## config.mk

```make
export PLATFORM = sky130hd
export DESIGN_NAME = eth_egress_pkt_fifo
export DESIGN_NICKNAME = d
export VERILOG_FILES = /design/src/rtl/eth_sw_pkg.sv /design/src/rtl/eth_sdp_ram.sv /design/src/rtl/eth_egress_pkt_fifo.sv
export SDC_FILE = /design/constraint.sdc
export NUM_CORES = 2
export LEC_CHECK = 0
export CELL_PAD_IN_SITES_DETAIL_PLACEMENT = 2
export CELL_PAD_IN_SITES_GLOBAL_PLACEMENT = 2
export CORE_UTILIZATION = 50
export DETAILED_ROUTE_END_ITERATION = 10
export GPL_ROUTABILITY_DRIVEN = 0
export PLACE_DENSITY_LB_ADDON = 0.3
export REMOVE_ABC_BUFFERS = 1
export SLEW_MARGIN = 20
export SYNTH_ARGS = -nofsm -noshare
export SYNTH_HDL_FRONTEND = slang
export SYNTH_MEMORY_MAX_BITS = 65536
export SYNTH_SLANG_ARGS = --single-unit
```

## constraint.sdc

```tcl
create_clock -name clk -period 19 [get_ports clk]
set_clock_uncertainty 0.1 [all_clocks]
set_input_delay 1.9 -clock clk [delete_from_list [all_inputs] [get_ports clk]]
set_output_delay 1.9 -clock clk [all_outputs]
set_load 0.01 [all_outputs]
```

## src/rtl/eth_sw_pkg.sv

```systemverilog
// Shared types for the Ethernet switch egress path.
// Word, buffer-entry and write-FSM state definitions.
package eth_sw_pkg;

    typedef logic [63:0] eth_word_t;

    // Sop is not stored; the read side regenerates it from the previous eop.
    typedef struct packed {
        logic      eop;
        eth_word_t data;
    } buf_entry_t;

    typedef enum logic [1:0] {
        IDLE,
        IN_PKT,
        DISCARD
    } wr_state_e;

endpackage

```

## src/rtl/eth_sdp_ram.sv

```systemverilog
// Simple dual-port flop array: one synchronous write port, async read.
// Ports: clk, wrEn/wrAddr/wrData (write), rdAddr/rdData (read).
module eth_sdp_ram #(
    parameter int  DEPTH = 64,
    parameter type T     = logic [64:0],
    parameter int  AW    = $clog2(DEPTH)
) (
    input  logic          clk,
    input  logic          wrEn,
    input  logic [AW-1:0] wrAddr,
    input  T              wrData,
    input  logic [AW-1:0] rdAddr,
    output T              rdData
);

    T mem [DEPTH];

    always_ff @(posedge clk) begin
        if (wrEn) mem[wrAddr] <= wrData;
    end

    assign rdData = mem[rdAddr];

endmodule

```

## src/rtl/eth_egress_pkt_fifo.sv

```systemverilog
// Store-and-forward egress packet FIFO with drop of malformed/oversize packets.
// Ports: clk/resetN; in* stream from switch core; out* ready/valid to MAC;
// pktCnt/dropCnt saturating statistics; level = committed words unread.
module eth_egress_pkt_fifo
    import eth_sw_pkg::*;
#(
    parameter int DEPTH = 64,
    parameter int CNT_W = 16
) (
    input  logic                   clk,
    input  logic                   resetN,
    input  logic [63:0]            inData,
    input  logic                   inSop,
    input  logic                   inEop,
    input  logic                   inVld,
    output logic [63:0]            outData,
    output logic                   outSop,
    output logic                   outEop,
    output logic                   outVld,
    input  logic                   outRdy,
    output logic [CNT_W-1:0]       pktCnt,
    output logic [CNT_W-1:0]       dropCnt,
    output logic [$clog2(DEPTH):0] level
);

    localparam int AW = $clog2(DEPTH);
    typedef logic [AW:0] ptr_t;
    localparam ptr_t FULL_CNT = ptr_t'(DEPTH);

    wr_state_e st, stNext;
    ptr_t wrPtr, wrCommit, rdPtr;
    ptr_t wrPtrNext, commitNext, base, loadPtr;
    logic abort, writeWord, fullEff, wrEn;
    logic [1:0] dropInc;
    logic [CNT_W:0] dropSum;
    logic pop, load, firstWord;
    buf_entry_t wrEntry, rdEntry;

    // A Sop inside a packet abandons the partial one; the new word is
    // then written from the last commit point, so fullness uses that base.
    assign abort     = (st == IN_PKT) && inSop;
    assign writeWord = inSop || (st == IN_PKT);
    assign base      = abort ? wrCommit : wrPtr;
    assign fullEff   = (base - rdPtr) == FULL_CNT;

    always_ff @(posedge clk or negedge resetN) begin
        if (!resetN) st <= IDLE;
        else         st <= stNext;
    end

    always_comb begin
        stNext = st;
        if (inVld) begin
            if (!writeWord || fullEff)
                stNext = inEop ? IDLE : DISCARD;
            else
                stNext = inEop ? IDLE : IN_PKT;
        end
    end

    always_comb begin
        wrEn       = 1'b0;
        wrPtrNext  = wrPtr;
        commitNext = wrCommit;
        dropInc    = 2'd0;
        if (inVld) begin
            if (abort) dropInc = dropInc + 2'd1;
            if (writeWord) begin
                if (fullEff) begin
                    wrPtrNext = wrCommit;
                    dropInc   = dropInc + 2'd1;
                end else begin
                    wrEn      = 1'b1;
                    wrPtrNext = base + ptr_t'(1);
                    if (inEop) commitNext = base + ptr_t'(1);
                end
            end else if (st == IDLE) begin
                dropInc = 2'd1;
            end
        end
    end

    assign wrEntry = '{eop: inEop, data: inData};

    eth_sdp_ram #(
        .DEPTH (DEPTH),
        .T     (buf_entry_t)
    ) uRam (
        .clk    (clk),
        .wrEn   (wrEn),
        .wrAddr (base[AW-1:0]),
        .wrData (wrEntry),
        .rdAddr (loadPtr[AW-1:0]),
        .rdData (rdEntry)
    );

    // rdPtr advances only on pop, so the word held in the output register
    // still occupies its slot; the next word to fetch sits one beyond it.
    assign pop     = outVld && outRdy;
    assign loadPtr = rdPtr + ptr_t'(outVld);
    assign load    = (loadPtr != wrCommit) && (!outVld || outRdy);
    assign level   = wrCommit - rdPtr;
    assign dropSum = {1'b0, dropCnt} + (CNT_W + 1)'(dropInc);

    always_ff @(posedge clk or negedge resetN) begin
        if (!resetN) begin
            wrPtr     <= '0;
            wrCommit  <= '0;
            rdPtr     <= '0;
            outData   <= '0;
            outSop    <= 1'b0;
            outEop    <= 1'b0;
            outVld    <= 1'b0;
            firstWord <= 1'b1;
            pktCnt    <= '0;
            dropCnt   <= '0;
        end else begin
            wrPtr    <= wrPtrNext;
            wrCommit <= commitNext;
            if (pop) rdPtr <= rdPtr + ptr_t'(1);
            if (load) begin
                outData   <= rdEntry.data;
                outSop    <= firstWord;
                outEop    <= rdEntry.eop;
                outVld    <= 1'b1;
                firstWord <= rdEntry.eop;
            end else if (pop) begin
                outVld <= 1'b0;
            end
            if (pop && outEop && (pktCnt != '1))
                pktCnt <= pktCnt + 1'b1;
            dropCnt <= dropSum[CNT_W] ? '1 : dropSum[CNT_W-1:0];
        end
    end

endmodule
```

==> results of run 1 <==
-- cells by family after synthesis --
logic type                 share of synthesized area
AOI/OAI and AO/OA                            0.00852
adders and majority gates                    0.00183
DFF                                            0.778
buffers and inverters                         0.0121
and+or+nand+nor                               0.0441
xor gates and xnor gates                     0.00304
muxes                                          0.152
-- metrics by stage --
| step | TNS, ns | worst slack (ns) | cell area (um^2) | cells |
|---|---|---|---|---|
| after floorplan | -1581.47 | -23.45 | 163000 | 7444 |
| after global placement | 0 | 10.73 | 172000 | 12200 |
==> results.json, run 1 <==
{
  "outcome": "stopped before the end",
  "stop_stage": "3_5_place_dp",
  "stop_error": "[ERROR DPL-0033] detailed placement checks failed during check placement.",
  "yosysTopAreaCell": "edfxtp_1",
  "ys_ff_latch": 4283,
  "synth.distinct_cells": 64,
  "async_flop_share": 0.0287,
  "synth-seq-area-share": 0.778,
  "synthesis.instances": 7884,
  "fp.dieW_um": 575,
  "boundaryPins": 176,
  "synth_top_area_share": 0.760,
  "die_y_um": 575,
  "dp_hpwl_mm": 408,
  "synth-edff-count": 4160,
  "syn-cell-area_mm2": 0.164,
  "port_buffers": 175,
  "rows": 210,
  "yosysMostFrequentCell": "edfxtp_1",
  "avgSynthCellArea_um2": 20.9,
  "yosys_warnings": 0,
  "synth_area_leaders": "edfxtp_1 (76%), mux4_2 (14%), nand2_1 (2.2%)",
  "ys.flop_type": "edfxtp_1",
  "synth_commonest_cells": "edfxtp_1 (4160), mux4_2 (1040), nand2_1 (968)",
  "start_util": 0.503
}
==> inputs of run 2 (changes only) <==
--- a/config.mk
+++ b/config.mk
@@ -5,12 +5,10 @@
 export SDC_FILE = /design/constraint.sdc
 export NUM_CORES = 2
 export LEC_CHECK = 0
-export CELL_PAD_IN_SITES_DETAIL_PLACEMENT = 2
-export CELL_PAD_IN_SITES_GLOBAL_PLACEMENT = 2
-export CORE_UTILIZATION = 50
+export CORE_UTILIZATION = 35
 export DETAILED_ROUTE_END_ITERATION = 10
 export GPL_ROUTABILITY_DRIVEN = 0
-export PLACE_DENSITY_LB_ADDON = 0.3
+export PLACE_DENSITY_LB_ADDON = 0.15
 export REMOVE_ABC_BUFFERS = 1
 export SLEW_MARGIN = 20
 export SYNTH_ARGS = -nofsm -noshare
==> run 2 against run 1 <==
- the run now ends clean
- synthesized cell count unchanged
- area after synthesis stayed put
==> results.json, run 2 <==
{
  "outcome": "complete, no violations",
  "end_kind": "register",
  "avgSynthCellArea_um2": 20.9,
  "setup.worst_path.start": "inSop",
  "yosysMostFrequentCell": "edfxtp_1",
  "clock_tree.root_cell": "clkbuf_16",
  "boundaryPins": 176,
  "grt_usage": 0.213,
  "clk_pin_slew_ns": 0.06,
  "htreeDepth": 5,
  "final.period_utilization": 0.401,
  "period_minus_slack_ns": 7.62,
  "post-route-drc-count": 0,
  "cts_sinks": 4283,
  "drtPass1Iterations": 5,
  "fp.dieW_um": 687,
  "largest_reg_flops": 4160,
  "worst_slew_pin_slew_ns": 1.13,
  "syn-cell-area_mm2": 0.164,
  "ir_worst_vdd_mv": 0.194,
  "post-cts-setup-buffer-count": 0,
  "grt_pass1_vias": 84000,
  "powerDensity_mw_per_mm2": 170,
  "path_delay_family": "simple AND/OR/NAND/NOR gates",
  "port_buffers": 175,
  "cp-start-kind": "input pin",
  "synth_top_area_share": 0.760,
  "hold_class": "register to register",
  "required_ns": 19.52,
  "tritoncts": "done",
  "synth.distinct_cells": 64,
  "grt_pass1_wl_mm": 704,
  "crit_arrival_ns": 8.14,
  "rsz0062_at_grt": "false",
  "viasPerCell": 5.52,
  "area_growth_pct": 14.9,
  "slowest_delay_ns": 0.92,
  "whs_ns": 0.368,
  "rows": 251,
  "stdcell_count": 14900,
  "top_register": "uRam.mem",
  "synth-seq-area-share": 0.778,
  "clockBufferDepth": 4,
  "drt-initial-drc-count": 9436,
  "die_area_mm2": 0.473,
  "drv_slew": 0,
  "maxSlewHeadroom": 0.247,
  "drtAntennaViolNets": 0,
  "synthesis.instances": 7884,
  "crit_slowest_cell": "nor2_4",
  "crit_chain": "clkdlybuf4s50_1, nand3b_1, inv_2, nor2_1, a21oi_1, inv_1, ha_1, o21ai_1, a21oi_1, o41ai_1, xnor2_1, nor4_4, buf_4, or3_1, nor2_4, buf_4",
  "path_buf_inv": 5,
  "reg.largest.list": "uRam.mem (4160), outData (64)",
  "yosys_warnings": 0,
  "cts_buffers": 457,
  "grt_overflow": 0,
  "async_flop_share": 0.0287,
  "grt_antenna_before_repair": 42,
  "synth_area_leaders": "edfxtp_1 (76%), mux4_2 (14%), nand2_1 (2.2%)",
  "leakage_uw": 0.0593,
  "setup-violations-final": 0,
  "dp.cells": 14100,
  "hold_viol": 0,
  "num-nets-final": 8413,
  "worstHoldStart": "firstWord",
  "start_util": 0.352,
  "final_cell_mix": "edfxtp_1 (4160), mux4_2 (1040), nand2_1 (968)",
  "cts_resized": 0,
  "r2r_start": "rdPtr[0]",
  "crit_path_max_fanout": 38,
  "synth-edff-count": 4160,
  "post_drt_wl_per_cell_um": 34.2,
  "ys.flop_type": "edfxtp_1",
  "synth_commonest_cells": "edfxtp_1 (4160), mux4_2 (1040), nand2_1 (968)",
  "final_layout_size_suffix_gt1_frac": 0.241,
  "vias": 82400,
  "coreArea_mm2": 0.468,
  "yosysTopAreaCell": "edfxtp_1",
  "layout_commonest_cell": "edfxtp_1",
  "totalWireLength_mm": 511,
  "clock_latency_ns": 1.00,
  "max_freq_mhz": 131,
  "grt_start_max_net_pins": 116,
  "maxCapViolations": 0,
  "crit_type": "input pin to register",
  "die_y_um": 687,
  "postCtsHoldBufs": 0,
  "dp_hpwl_mm": 295,
  "ys_ff_latch": 4283
}
## run 2: cell counts after synthesis
No cell type changed its count.
## run 2: final cells by class
class                           count  area [um^2]
Tap cell                         6198         7750
Clock inverter                    251         2130
Clock buffer                      594        12300
Antenna cell                       18         45.0
Inverter                           30          113
Fill cell                       41200       279000
Multi-Input combinational cell   3131        35100
Timing Repair Buffer              418         3600
Sequential cell                  4283       128000
## run 2: worst register-to-register path: cells and delay by family (launching register included)
kind	cells	cell delay, ns
AOI/OAI and AO/OA	1	0.20
adders and majority gates	1	0.88
buffers and inverters	4	2.87
DFF	1	0.50
muxes	2	0.94
and+or+nand+nor	3	1.13
## run 2: metrics by stage
step	power, uW	setup slack (ns)	util	cell area, um^2	setup TNS, ns
after floorplan	22000	-23.45	-	163000	-1581.47
after global placement	24000	10.11	0.373	174000	0
after detailed placement	24000	10.34	0.373	175000	0
after CTS	32600	11.41	0.404	189000	0
after global routing	33400	11.00	0.404	189000	0
final	32200	11.38	0.404	189000	0
## run 2: path summary, 6_finish.rpt
kind	slack, ns	cells past startpoint	endpoint
worst max-delay path	11.38	16	uRam.mem[39][51]
worst min-delay path	0.37	2	firstWord
worst max register to register	12.27	11	outData[37]
min in group asynchronous	0.74	1	outData[52]
max in group asynchronous	15.85	4	outData[6]
worst min register to register	0.37	2	firstWord
## run 2: power by group
part | switching (uW) | total (uW) | leakage [uW] | internal (uW)
sequential | 157 | 10800 | 0.0389 | 10700
combinational | 8240 | 12700 | 0.0133 | 4480
clock | 3760 | 8630 | 0.00701 | 4870
## run 2: layer usage
layer	wire, um	up-vias	track usage
met5	26	-	0
met4	12300	4	0.0503
met3	30000	575	0.0288
met2	247000	2897	0.349
met1	222000	45700	0.304
li1	-	33300	-
## run 2: logic make-up (layout without fill, tap and decap cells)
family / after synthesis / count (layout) / share of synthesized area
flip-flops: 4283 / 4283 / 0.778
AND/OR/NAND/NOR: 1659 / 1659 / 0.0441
multiplexers: 1189 / 1189 / 0.152
buffers and inverters: 470 / 1293 / 0.0121
AO/OA/AOI/OAI: 203 / 203 / 0.00852
XOR/XNOR: 57 / 57 / 0.00304
adder cells (fa/ha/maj): 23 / 23 / 0.00183
other: 0 / 18 / 0
No activity file was read; power rests on OpenSTA's default activity.
